<file path="src/rtl/ps2_pkg.sv">
// Shared constants and state encoding for the PS/2 host command controller.
package ps2_pkg;

    localparam logic [7:0] ED = 8'hED;
    localparam logic [7:0] FA = 8'hFA;
    localparam logic [7:0] FE = 8'hFE;
    localparam logic [7:0] FF = 8'hFF;

    localparam logic [2:0] S_IDLE    = 3'd0;
    localparam logic [2:0] S_INHIBIT = 3'd1;
    localparam logic [2:0] S_REQ     = 3'd2;
    localparam logic [2:0] S_SEND    = 3'd3;
    localparam logic [2:0] S_STOP    = 3'd4;
    localparam logic [2:0] S_LACK    = 3'd5;
    localparam logic [2:0] S_RESP    = 3'd6;
    localparam logic [2:0] S_FAIL    = 3'd7;

    function automatic logic odd_par(input logic [7:0] d);
        return ~^d;
    endfunction

endpackage

</file>
<file path="src/rtl/ps2_cmd_ctrl_if.sv">
// Host command handshake and receiver byte feed for the PS/2 command controller.
interface ps2_cmd_ctrl_if;

    logic [7:0] cmd_byte;
    logic       cmd_valid;
    logic       cmd_ready;
    logic [7:0] rx_byte;
    logic       rx_strobe;

    modport master (
        output cmd_byte, cmd_valid, rx_byte, rx_strobe,
        input  cmd_ready
    );

    modport slave (
        input  cmd_byte, cmd_valid, rx_byte, rx_strobe,
        output cmd_ready
    );

endinterface

</file>
<file path="src/rtl/ps2_tx_shifter.sv">
// Host-to-device serialiser: one bit per device falling edge, data then odd parity,
// released on the 10th edge.
module ps2_tx_shifter
    import ps2_pkg::*;
(
    input  logic       i_clk,
    input  logic       i_reset,
    input  logic       i_load,
    input  logic       i_en,
    input  logic       i_fall,
    input  logic [7:0] i_byte,
    output logic       o_data_oe,
    output logic       o_done
);

    logic [8:0] r_shift;
    logic [3:0] r_cnt;
    logic       r_oe;
    logic       w_step;

    assign w_step    = i_en & i_fall;
    assign o_done    = w_step & (r_cnt == 4'd9);
    assign o_data_oe = r_oe;

    always_ff @(posedge i_clk) begin
        if (i_reset) begin
            r_shift <= '0;
            r_cnt   <= '0;
            r_oe    <= 1'b0;
        end else if (i_load) begin
            // start bit is the low level held until the first edge
            r_shift <= {odd_par(i_byte), i_byte};
            r_cnt   <= '0;
            r_oe    <= 1'b1;
        end else if (!i_en) begin
            r_oe <= 1'b0;
        end else if (w_step) begin
            if (r_cnt == 4'd9) begin
                r_oe  <= 1'b0;
                r_cnt <= 4'd10;
            end else begin
                r_oe    <= ~r_shift[0];
                r_shift <= {1'b0, r_shift[8:1]};
                r_cnt   <= r_cnt + 4'd1;
            end
        end
    end

endmodule

</file>
<file path="src/rtl/ps2_cmd_ctrl.sv">
// PS/2 host command sequencer: inhibit, request-to-send, line ack, device
// response, retries and timeouts, plus automatic LED updates.
module ps2_cmd_ctrl
    import ps2_pkg::*;
#(
    parameter int INHIBIT_CYCLES = 5000,
    parameter int TIMEOUT_CYCLES = 1000000,
    parameter int MAX_TRIES      = 3
) (
    input  logic           i_clk,
    input  logic           i_reset,
    input  logic           i_ps2_clk,
    input  logic           i_ps2_data,
    output logic           o_ps2_clk_oe,
    output logic           o_ps2_data_oe,
    input  logic [2:0]     i_leds,
    ps2_cmd_ctrl_if.slave  bus,
    output logic           o_rx_owned,
    output logic           o_busy,
    output logic           o_error
);

    logic        r_clk_s1, r_clk_s2, r_clk_d;
    logic        r_dat_s1, r_dat_s2;
    logic [2:0]  r_state;
    logic [31:0] r_cnt;
    logic [7:0]  r_tries;
    logic [7:0]  r_byte;
    logic [2:0]  r_mask;
    logic [2:0]  r_last_leds;
    logic        r_is_led;
    logic        r_phase;
    logic        r_ack;
    logic        r_error;

    logic w_fall, w_done, w_sh_oe, w_load, w_inh_done;
    logic w_in_tmo, w_tmo, w_bad, w_good, w_tx;

    always_ff @(posedge i_clk) begin
        if (i_reset) begin
            r_clk_s1 <= 1'b1;
            r_clk_s2 <= 1'b1;
            r_clk_d  <= 1'b1;
            r_dat_s1 <= 1'b1;
            r_dat_s2 <= 1'b1;
        end else begin
            r_clk_s1 <= i_ps2_clk;
            r_clk_s2 <= r_clk_s1;
            r_clk_d  <= r_clk_s2;
            r_dat_s1 <= i_ps2_data;
            r_dat_s2 <= r_dat_s1;
        end
    end

    assign w_fall     = r_clk_d & ~r_clk_s2;
    assign w_inh_done = (r_cnt == 32'(INHIBIT_CYCLES - 1));
    assign w_load     = (r_state == S_INHIBIT) & w_inh_done;
    assign w_tx       = (r_state == S_REQ) | (r_state == S_SEND);
    assign w_in_tmo   = (r_state >= S_REQ) & (r_state <= S_RESP);
    assign w_tmo      = w_in_tmo & (r_cnt == 32'(TIMEOUT_CYCLES - 1));

    assign w_bad  = w_tmo
                  | ((r_state == S_LACK) & ~r_ack)
                  | ((r_state == S_RESP) & bus.rx_strobe & (bus.rx_byte != FA));
    assign w_good = ~w_tmo & (r_state == S_RESP) & bus.rx_strobe
                  & (bus.rx_byte == FA);

    ps2_tx_shifter u_tx (
        .i_clk     (i_clk),
        .i_reset   (i_reset),
        .i_load    (w_load),
        .i_en      (w_tx),
        .i_fall    (w_fall),
        .i_byte    (r_byte),
        .o_data_oe (w_sh_oe),
        .o_done    (w_done)
    );

    always_ff @(posedge i_clk) begin
        if (i_reset) begin
            r_state     <= S_IDLE;
            r_cnt       <= '0;
            r_tries     <= '0;
            r_byte      <= '0;
            r_mask      <= '0;
            r_last_leds <= '0;
            r_is_led    <= 1'b0;
            r_phase     <= 1'b0;
            r_ack       <= 1'b0;
            r_error     <= 1'b0;
        end else begin
            if (w_in_tmo) r_cnt <= r_cnt + 32'd1;
            unique case (r_state)
                S_IDLE: begin
                    if (bus.cmd_valid) begin
                        r_byte   <= bus.cmd_byte;
                        r_is_led <= 1'b0;
                        r_phase  <= 1'b0;
                        r_tries  <= 8'd1;
                        r_error  <= 1'b0;
                        r_cnt    <= '0;
                        r_state  <= S_INHIBIT;
                    end else if (i_leds != r_last_leds) begin
                        r_mask   <= i_leds;
                        r_byte   <= ED;
                        r_is_led <= 1'b1;
                        r_phase  <= 1'b0;
                        r_tries  <= 8'd1;
                        r_error  <= 1'b0;
                        r_cnt    <= '0;
                        r_state  <= S_INHIBIT;
                    end
                end
                S_INHIBIT: begin
                    if (w_inh_done) begin
                        r_cnt   <= '0;
                        r_state <= S_REQ;
                    end else begin
                        r_cnt <= r_cnt + 32'd1;
                    end
                end
                S_REQ:  if (w_fall) r_state <= S_SEND;
                S_SEND: if (w_done) r_state <= S_STOP;
                S_STOP: begin
                    if (w_fall) begin
                        r_ack   <= ~r_dat_s2;
                        r_state <= S_LACK;
                    end
                end
                S_LACK: if (r_ack) r_state <= S_RESP;
                S_RESP: ;
                S_FAIL: begin
                    // adopting the mask stops a dead device from looping forever
                    r_error <= 1'b1;
                    if (r_is_led) r_last_leds <= r_mask;
                    r_state <= S_IDLE;
                end
            endcase
            if (w_bad) begin
                if (r_tries < 8'(MAX_TRIES)) begin
                    r_tries <= r_tries + 8'd1;
                    r_cnt   <= '0;
                    r_state <= S_INHIBIT;
                end else begin
                    r_state <= S_FAIL;
                end
            end else if (w_good) begin
                if (r_is_led && !r_phase) begin
                    r_phase <= 1'b1;
                    r_byte  <= {5'b0, r_mask};
                    r_tries <= 8'd1;
                    r_cnt   <= '0;
                    r_state <= S_INHIBIT;
                end else begin
                    if (r_is_led) r_last_leds <= r_mask;
                    r_state <= S_IDLE;
                end
            end
        end
    end

    assign bus.cmd_ready = (r_state == S_IDLE);
    assign o_ps2_clk_oe  = (r_state == S_INHIBIT);
    assign o_ps2_data_oe = w_sh_oe & w_tx;
    assign o_busy        = (r_state != S_IDLE);
    assign o_rx_owned    = (r_state != S_IDLE);
    assign o_error       = r_error;

endmodule

</file>
<file path="src/flat_wrapper.sv">
// flat-port wrapper written by rule: the top's interface ports become plain ports
module ps2_cmd_ctrl_flat import ps2_pkg::*;
#(
    parameter int INHIBIT_CYCLES = 5000,
    parameter int TIMEOUT_CYCLES = 1000000,
    parameter int MAX_TRIES      = 3
)
  (i_clk, i_reset, i_ps2_clk, i_ps2_data, o_ps2_clk_oe, o_ps2_data_oe, i_leds, o_rx_owned, o_busy, o_error, bus_cmd_byte, bus_cmd_valid, bus_rx_byte, bus_rx_strobe, bus_cmd_ready);
  ps2_cmd_ctrl_if bus_i ();
  input  logic i_clk;
  input  logic i_reset;
  input  logic i_ps2_clk;
  input  logic i_ps2_data;
  output logic o_ps2_clk_oe;
  output logic o_ps2_data_oe;
  input  logic [2:0] i_leds;
  output logic o_rx_owned;
  output logic o_busy;
  output logic o_error;
  input wire logic [$bits(bus_i.cmd_byte)-1:0] bus_cmd_byte;
  input wire logic [$bits(bus_i.cmd_valid)-1:0] bus_cmd_valid;
  input wire logic [$bits(bus_i.rx_byte)-1:0] bus_rx_byte;
  input wire logic [$bits(bus_i.rx_strobe)-1:0] bus_rx_strobe;
  output wire logic [$bits(bus_i.cmd_ready)-1:0] bus_cmd_ready;
  assign bus_i.cmd_byte = bus_cmd_byte;
  assign bus_i.cmd_valid = bus_cmd_valid;
  assign bus_i.rx_byte = bus_rx_byte;
  assign bus_i.rx_strobe = bus_rx_strobe;
  assign bus_cmd_ready = bus_i.cmd_ready;
  ps2_cmd_ctrl #(.INHIBIT_CYCLES(INHIBIT_CYCLES), .TIMEOUT_CYCLES(TIMEOUT_CYCLES), .MAX_TRIES(MAX_TRIES)) u_core (.i_clk(i_clk), .i_reset(i_reset), .i_ps2_clk(i_ps2_clk), .i_ps2_data(i_ps2_data), .o_ps2_clk_oe(o_ps2_clk_oe), .o_ps2_data_oe(o_ps2_data_oe), .i_leds(i_leds), .bus(bus_i), .o_rx_owned(o_rx_owned), .o_busy(o_busy), .o_error(o_error));
endmodule
</file>
<file path="config.mk">
export PLATFORM = sky130hd
export DESIGN_NAME = ps2_cmd_ctrl_flat
export DESIGN_NICKNAME = d
export VERILOG_FILES = /design/src/rtl/ps2_pkg.sv /design/src/rtl/ps2_cmd_ctrl_if.sv /design/src/rtl/ps2_tx_shifter.sv /design/src/rtl/ps2_cmd_ctrl.sv /design/src/flat_wrapper.sv
export SDC_FILE = /design/constraint.sdc
export NUM_CORES = 1
export LEC_CHECK = 0
export BUFFER_PORTS_ARGS = -buffer_cell sky130_fd_sc_hd__clkbuf_2
export CAP_MARGIN = 5
export CORE_MARGIN = 5
export CORE_UTILIZATION = 41
export CTS_CLUSTER_DIAMETER = 100
export DETAILED_ROUTE_END_ITERATION = 16
export PLACE_DENSITY = 0.62
export SLEW_MARGIN = 0
export SYNTH_ARGS = -nofsm -noshare
export SYNTH_HDL_FRONTEND = slang
export SYNTH_HIERARCHICAL = 1
export SYNTH_SLANG_ARGS = --single-unit
</file>
<file path="constraint.sdc">
create_clock -name i_clk -period 2.7 [get_ports i_clk]
set_input_delay 0.27 -clock i_clk [delete_from_list [all_inputs] [get_ports i_clk]]
set_output_delay 0.27 -clock i_clk [all_outputs]
set_load 0.05 [all_outputs]
</file>
# [Yosys cells after proc, flatten, opt, wreduce, memory -nomap -nowiden]
# Cells that the tools add are included.
[totals] regBits=80 output_inout_bits=6 word_cells=146
[op_classes] addsub=3 magnitude_cmp=3 eq_ne=22 n_mux=60 bitwise_logic=22 n_reduce_logical=18
[op_table] cell="2-to-1 mux 32 bit" n=8
[op_table] cell="2-to-1 mux 8 bit" n=13
[op_table] cell="one-hot mux 32 bit (2 select lines)" n=1
[op_table] cell="2-to-1 mux 3 bit" n=16
[op_table] cell="2-to-1 mux 9 bit" n=4
[op_table] cell="adder 32 x 1 -> 32 bit, second input constant" n=1
[op_table] cell="equality test 32 x 13 -> 1 bit, second input constant" n=1
[op_table] cell="equality test 32 x 20 -> 1 bit, second input constant" n=1
[op_table] cell="one-hot mux 3 bit (7 select lines)" n=1
[op_table] cell="2-to-1 mux 1 bit" n=15
[op_table] cell="bitwise AND 1 bit" n=13
[op_table] cell="equality test 3 bit, second input constant" n=4
[op_table] cell="inequality test 4 x 2 -> 1 bit, second input constant" n=3
[op_table] cell="nonzero test 9 bit" n=1
[op_table] cell="adder 8 x 1 -> 8 bit, second input constant" n=1
[op_table] cell="equality test 8 bit, second input constant" n=1
[op_table] cell="less-than comparator 8 x 2 -> 1 bit, second input constant" n=1
[op_table] cell="inequality test 4 x 1 -> 1 bit, second input constant" n=2
[op_table] cell="inequality test 8 bit, second input constant" n=1
[op_table] cell="AND reduction 2 bit" n=4
[op_table] cell="nonzero test 2 bit" n=4
[op_table] cell="XNOR reduction 8 bit" n=1
[op_table] cell="AND reduction 7 bit" n=1
[op_table] cell="equality test 3 x 2 -> 1 bit, second input constant" n=2
[op_table] cell="other kinds (19)" n=28

# [Longest topological paths before layout]
[depth] ltp_word=9 ltp_mapped=11 mapped_depth_nobuf=9

# [Hierarchy]
# The synthesis kept the hierarchy.
[modules_own_cells] mod="ps2_cmd_ctrl" n_inst=1 cells_per_inst=400 area_each_um2=3364.5
[modules_own_cells] mod="ps2_tx_shifter" n_inst=1 cells_per_inst=74 area_each_um2=723.2

# [Least setup slack after synthesis]
# OpenSTA, ideal clock, no wires.
[synth_path] path_type="register to register" from="reg u_core.r_state[2]" to="reg u_core.r_cnt[5]" arrival_time_ps=2775 slack_ps=-216 stages_incl_launch_ff=8 n_path_buf=2 synth_period_minus_slack_ps=2916 cell_sequence="dfxtp_1 > clkbuf_1 > nor2_1 > nand2_1 > clkinv_1 > a21oi_1 > clkbuf_1 > a311oi_2"
[synth_between] word_cells_on_any_way=25 cone_classes="order compare: 2; eq/ne: 3; mux: 8; bitwise: 11; reduce/logical: 1"
[synth_lines] element="start, declared" line_no="ps2_cmd_ctrl.sv:25" rtl="logic [2:0] r_state;"
[synth_lines] element="start signal, assigned" line_no="ps2_cmd_ctrl.sv:81" rtl="r_state <= S_IDLE;"
[synth_lines] element="start signal, assigned" line_no="ps2_cmd_ctrl.sv:102" rtl="r_state <= S_INHIBIT;"
[synth_lines] element="start signal, assigned" line_no="ps2_cmd_ctrl.sv:111" rtl="r_state <= S_INHIBIT;"
[synth_lines] element="logical NOT 3 bit (*)"
[synth_lines] element="net bus_cmd_ready" line_no="flat_wrapper.sv:24" rtl="output wire logic [$bits(bus_i.cmd_ready)-1:0] bus_cmd_ready;"
[synth_lines] element="one-hot mux 32 bit (2 select lines) (*)" line_no="ps2_cmd_ctrl.sv:93" rtl="unique case (r_state)"
[synth_lines] element="2-to-1 mux 32 bit" line_no="ps2_cmd_ctrl.sv:148" rtl="if (r_is_led && !r_phase) begin"
[synth_lines] element="2-to-1 mux 32 bit" line_no="ps2_cmd_ctrl.sv:147" rtl="end else if (w_good) begin"
[synth_lines] element="2-to-1 mux 32 bit (*)" line_no="ps2_cmd_ctrl.sv:139" rtl="if (w_bad) begin"
[synth_lines] element="end signal, assigned" line_no="ps2_cmd_ctrl.sv:92" rtl="if (w_in_tmo) r_cnt <= r_cnt + 32'd1;"
[synth_lines] element="end signal, assigned" line_no="ps2_cmd_ctrl.sv:119" rtl="r_cnt <= r_cnt + 32'd1;"
[synth_lines] element="end, declared" line_no="ps2_cmd_ctrl.sv:26" rtl="logic [31:0] r_cnt;"
# The timed path passes the listed nets; every way through them passes the cells marked *.
# A chain may end at the register's enable or synchronous reset.

# [Worst setup path in the final report]
[layout_path] from="reg u_core.r_cnt[8]" to="reg u_core.r_cnt[20]"
[layout_between] elab_chain_len=8 word_cells_on_any_way=19 cone_classes="add/sub: 1; eq/ne: 2; mux: 9; bitwise: 7"
[layout_rtl] element="adder 32 x 1 -> 32 bit / equality test 32 x 20 -> 1 bit (equally long branches)" line_no="ps2_cmd_ctrl.sv:92, ps2_cmd_ctrl.sv:119, ps2_cmd_ctrl.sv:60"
[layout_rtl] element="2-to-1 mux 32 bit / bitwise AND 1 bit (equally long branches)" line_no="ps2_cmd_ctrl.sv:92, ps2_cmd_ctrl.sv:60"
[layout_rtl] element="2-to-1 mux 32 bit / NOT 1 bit (equally long branches)" line_no="ps2_cmd_ctrl.sv:103, ps2_cmd_ctrl.sv:65"
[layout_rtl] element="2-to-1 mux 32 bit / bitwise AND 1 bit (equally long branches)" line_no="ps2_cmd_ctrl.sv:95, ps2_cmd_ctrl.sv:65"
[layout_rtl] element="one-hot mux 32 bit (2 select lines) / bitwise AND 1 bit (equally long branches)" line_no="ps2_cmd_ctrl.sv:93, ps2_cmd_ctrl.sv:65"
[layout_rtl] element="2-to-1 mux 32 bit / bitwise AND 1 bit (equally long branches)" line_no="ps2_cmd_ctrl.sv:148, ps2_cmd_ctrl.sv:66"
[layout_rtl] element="2-to-1 mux 32 bit" line_no="ps2_cmd_ctrl.sv:147"
[layout_rtl] element="2-to-1 mux 32 bit (*)" line_no="ps2_cmd_ctrl.sv:139"
# Every way passes the cells marked *; elsewhere a longest branch is shown, timed or not.

==> results.txt <==
status - finished, final reports clean
min cycle time layout - 2.58 ns
Die Height - 110 um
clock latency on the worst-skew pair - 0.36 ns
root buf cell - clkbuf_8
post-synthesis sequential area ratio - 39.2%
Net Sw Frac - 39.3%
fin cells - 651
Overflow after GRT - 0
Final Cell Area - 4650 um^2
#FFs+latches synth - 80
Crit Path Category - reg2reg
die area - 12100 um^2
Avg Inst Size Synth - 8.62 um^2
Area Growth Syn to Fin - 13.8%
cells after synthesis - 474
CP max stage cell - or4b_4
Detailed Place HPWL - 7340 um
Cell Int Power - 2.17 mW
Post-Route WL - 10200 um
CTS tree - yes
post-CTS setup buffers - 0
Core Rows - 36
share of cells above drive strength 1 - 17.6%
Final Worst Setup Slack - 0.121 ns
type of the worst min-delay path - in2reg
# resized after CTS - 0
Synth async-reset ratio - 0%
FF/Latch Area - 1600 um^2
Worst Setup End Kind - flop
DRT antenna net count - 0
Nets - 543
H-tree levels - 3
initial antenna violation count - 0
Final Max Slew Viols - 0
placed cell area - 4460 um^2
Synth top cells by count - 80 x dfxtp_1, 54 x nand2_1, 42 x nor2_1
Filler Cell Count - 983
LEAKAGE - 1.82 nW
peak supply drop - 0.638 mV
Fmax - 388 MHz
placed insts - 636
CTS Buf Count - 9
DP Worst Slack - 0.141 ns
total power - 3.57 mW
Critical Path RT - 2.95 ns
count leader, synth - dfxtp_1
CTS Sinks - 80
total vias in the final route - 3735
final core utilization - 47.8%
core area - 9730 um^2
Iter 0 DRT Violations - 222
clock network power share - 24.2%
Vias per Instance - 5.74
Ports - 31
Setup Viol. Count Final - 0
top_reg_cell synth - dfxtp_1
crit-path max FO - 30
CP Launch Type - flop
GRT Util Overall - 17.8%
synthesis warning total - 6
RD Place Congestion - 0.910
n_diodes - 0
syn nets - 503
number of global-route vias before repair - 3457
WL/cell - 15.6 um
Synth cell types - 69
cell type group with the largest total delay on the critical path - simple AND/OR/NAND/NOR gates
hold violation count in the final report - 0
multi-input combinational cell area - 2320 um^2
DIE WIDTH - 110 um
slew margin rel. - 49.7%
worst stage delay on the critical path - 0.55 ns
crit path buf inv count - 0
largest net degree at the start of global routing - 31
Reg clk slew, reported paths - 0.08 ns
first-pass GRT wire length - 17100 um
Longest Clk Path Bufs - 2
actual slew at the worst max-slew pin - 0.751 ns
EDFF count, synth - 0
Final period util - 95.5%
Psw - 1.40 mW
RSZ-0062 raised after global routing - false
maxcap violations - 0
Pre-Repair DR Iteration Count - 5
cell area after synthesis - 4090 um^2
cts hold-fix bufs - 0
Port Buffers - 30
Flop pwr share - 39.3%
Residual DRC - 0
Area contributors post-synth - dfxtp_1 39%, nand2_1 5.0%, mux2i_1 4.2%
Initial Util - 42.0%
Total Neg Setup Slack - 0 ns
CP arrival - 2.83 ns
final hold slack - 0.0938 ns
cell taking the most area after synthesis - dfxtp_1
pwr/cell area - 767 nW/um^2
Combinational Power Share - 36.6%
crit path cell chain - or4b_4, nor4_4, nand4b_4, and2_4, or3_4, a311oi_1
Clock Skew - 0.0102 ns
share of the synthesized area in the top cell type - 39.2%
## final timing paths
check	cells past startpoint	end	startpoint	slack (ns)
setup / recovery	6	u_core/r_cnt[20]$_SDFF_PP0_	u_core/r_cnt[8]$_SDFF_PP0_	0.12
setup reg to reg	6	u_core/r_cnt[20]$_SDFF_PP0_	u_core/r_cnt[8]$_SDFF_PP0_	0.12
hold / removal	2	u_core/r_dat_s1$_SDFF_PP1_	i_ps2_data	0.09
hold reg to reg	1	u_core/r_ack$_SDFFE_PP0P_	u_core/r_dat_s2$_SDFF_PP1_	0.42
## state kept, by name, summed over array words and instances, names as in the netlist
signal and count:
u_core/u_tx/o_data_oe 1, u_core/r_ack 1, u_core/r_tries 8, u_core/r_clk_s2 1, u_core/r_is_led 1, u_core/r_last_leds 3
u_core/u_tx/r_cnt 4, u_core/r_byte 8, u_core/r_cnt 32, u_core/r_state 3, u_core/o_error 1, u_core/r_phase 1
u_core/r_dat_s1 1, u_core/r_dat_s2 1, u_core/r_mask 3, u_core/r_clk_d 1, u_core/r_clk_s1 1, u_core/u_tx/r_shift 9
## layer usage
layer / track usage, % / vias up / share of wire [%]
li1: - / 1859 / -
met1: 25.3 / 1773 / 49
met2: 26.9 / 93 / 45
met4: 5.97 / 0 / 1.4
met5: 0 / - / 0
met3: 3.64 / 10 / 4.8
## cells in the final DEF (no fill, tap or decap), types with 3 or more instances in the layout
cell      instances
nor3_1           17
a21oi_1          31
nor2_1           41
a41oi_1           7
buf_4            24
and3_1            9
and4_1            4
o311a_1           5
dfxtp_1          80
nand4_1           7
a311oi_1         18
nand3_1          15
nand2_1          54
a31oi_1           9
or2_2             7
inv_1            11
o21ai_0           5
xor2_1            4
nor4_1           12
clkbuf_8          9
and2_1           10
xnor2_1           7
clkbuf_2         30
ha_1              4
o22ai_1           4
or3_1             3
a211oi_1         16
mux2i_1          17
## power by group through the flow
stage	clock, mW	sequential [mW]	combinational, mW
after CTS	0.893	1.40	1.30
after detailed placement	0	1.43	1.29
after global routing	0.947	1.42	1.44
final	0.862	1.40	1.30
after global placement	0	1.42	1.27
after floorplan	0	1.39	1.01
## cell type report
cell class / count / area share [%]
timing repair buffer: 54 / 7.10
sequential: 80 / 34.4
clock buffer: 10 / 2.74
multi-input combinational: 357 / 49.9
tap: 133 / 3.58
inverter: 12 / 0.995
clock inverter: 5 / 1.26
## cells by family after synthesis
kind of cell,synth area share (%)
XOR/XNOR,2.36
AO/OA/AOI/OAI,20.9
buffers and inverters,4.22
multiplexers,4.44
AND/OR/NAND/NOR,27.4
flip-flops,39.2
adder cells (fa/ha/maj),1.47
No activity file was read; power rests on OpenSTA's default activity.
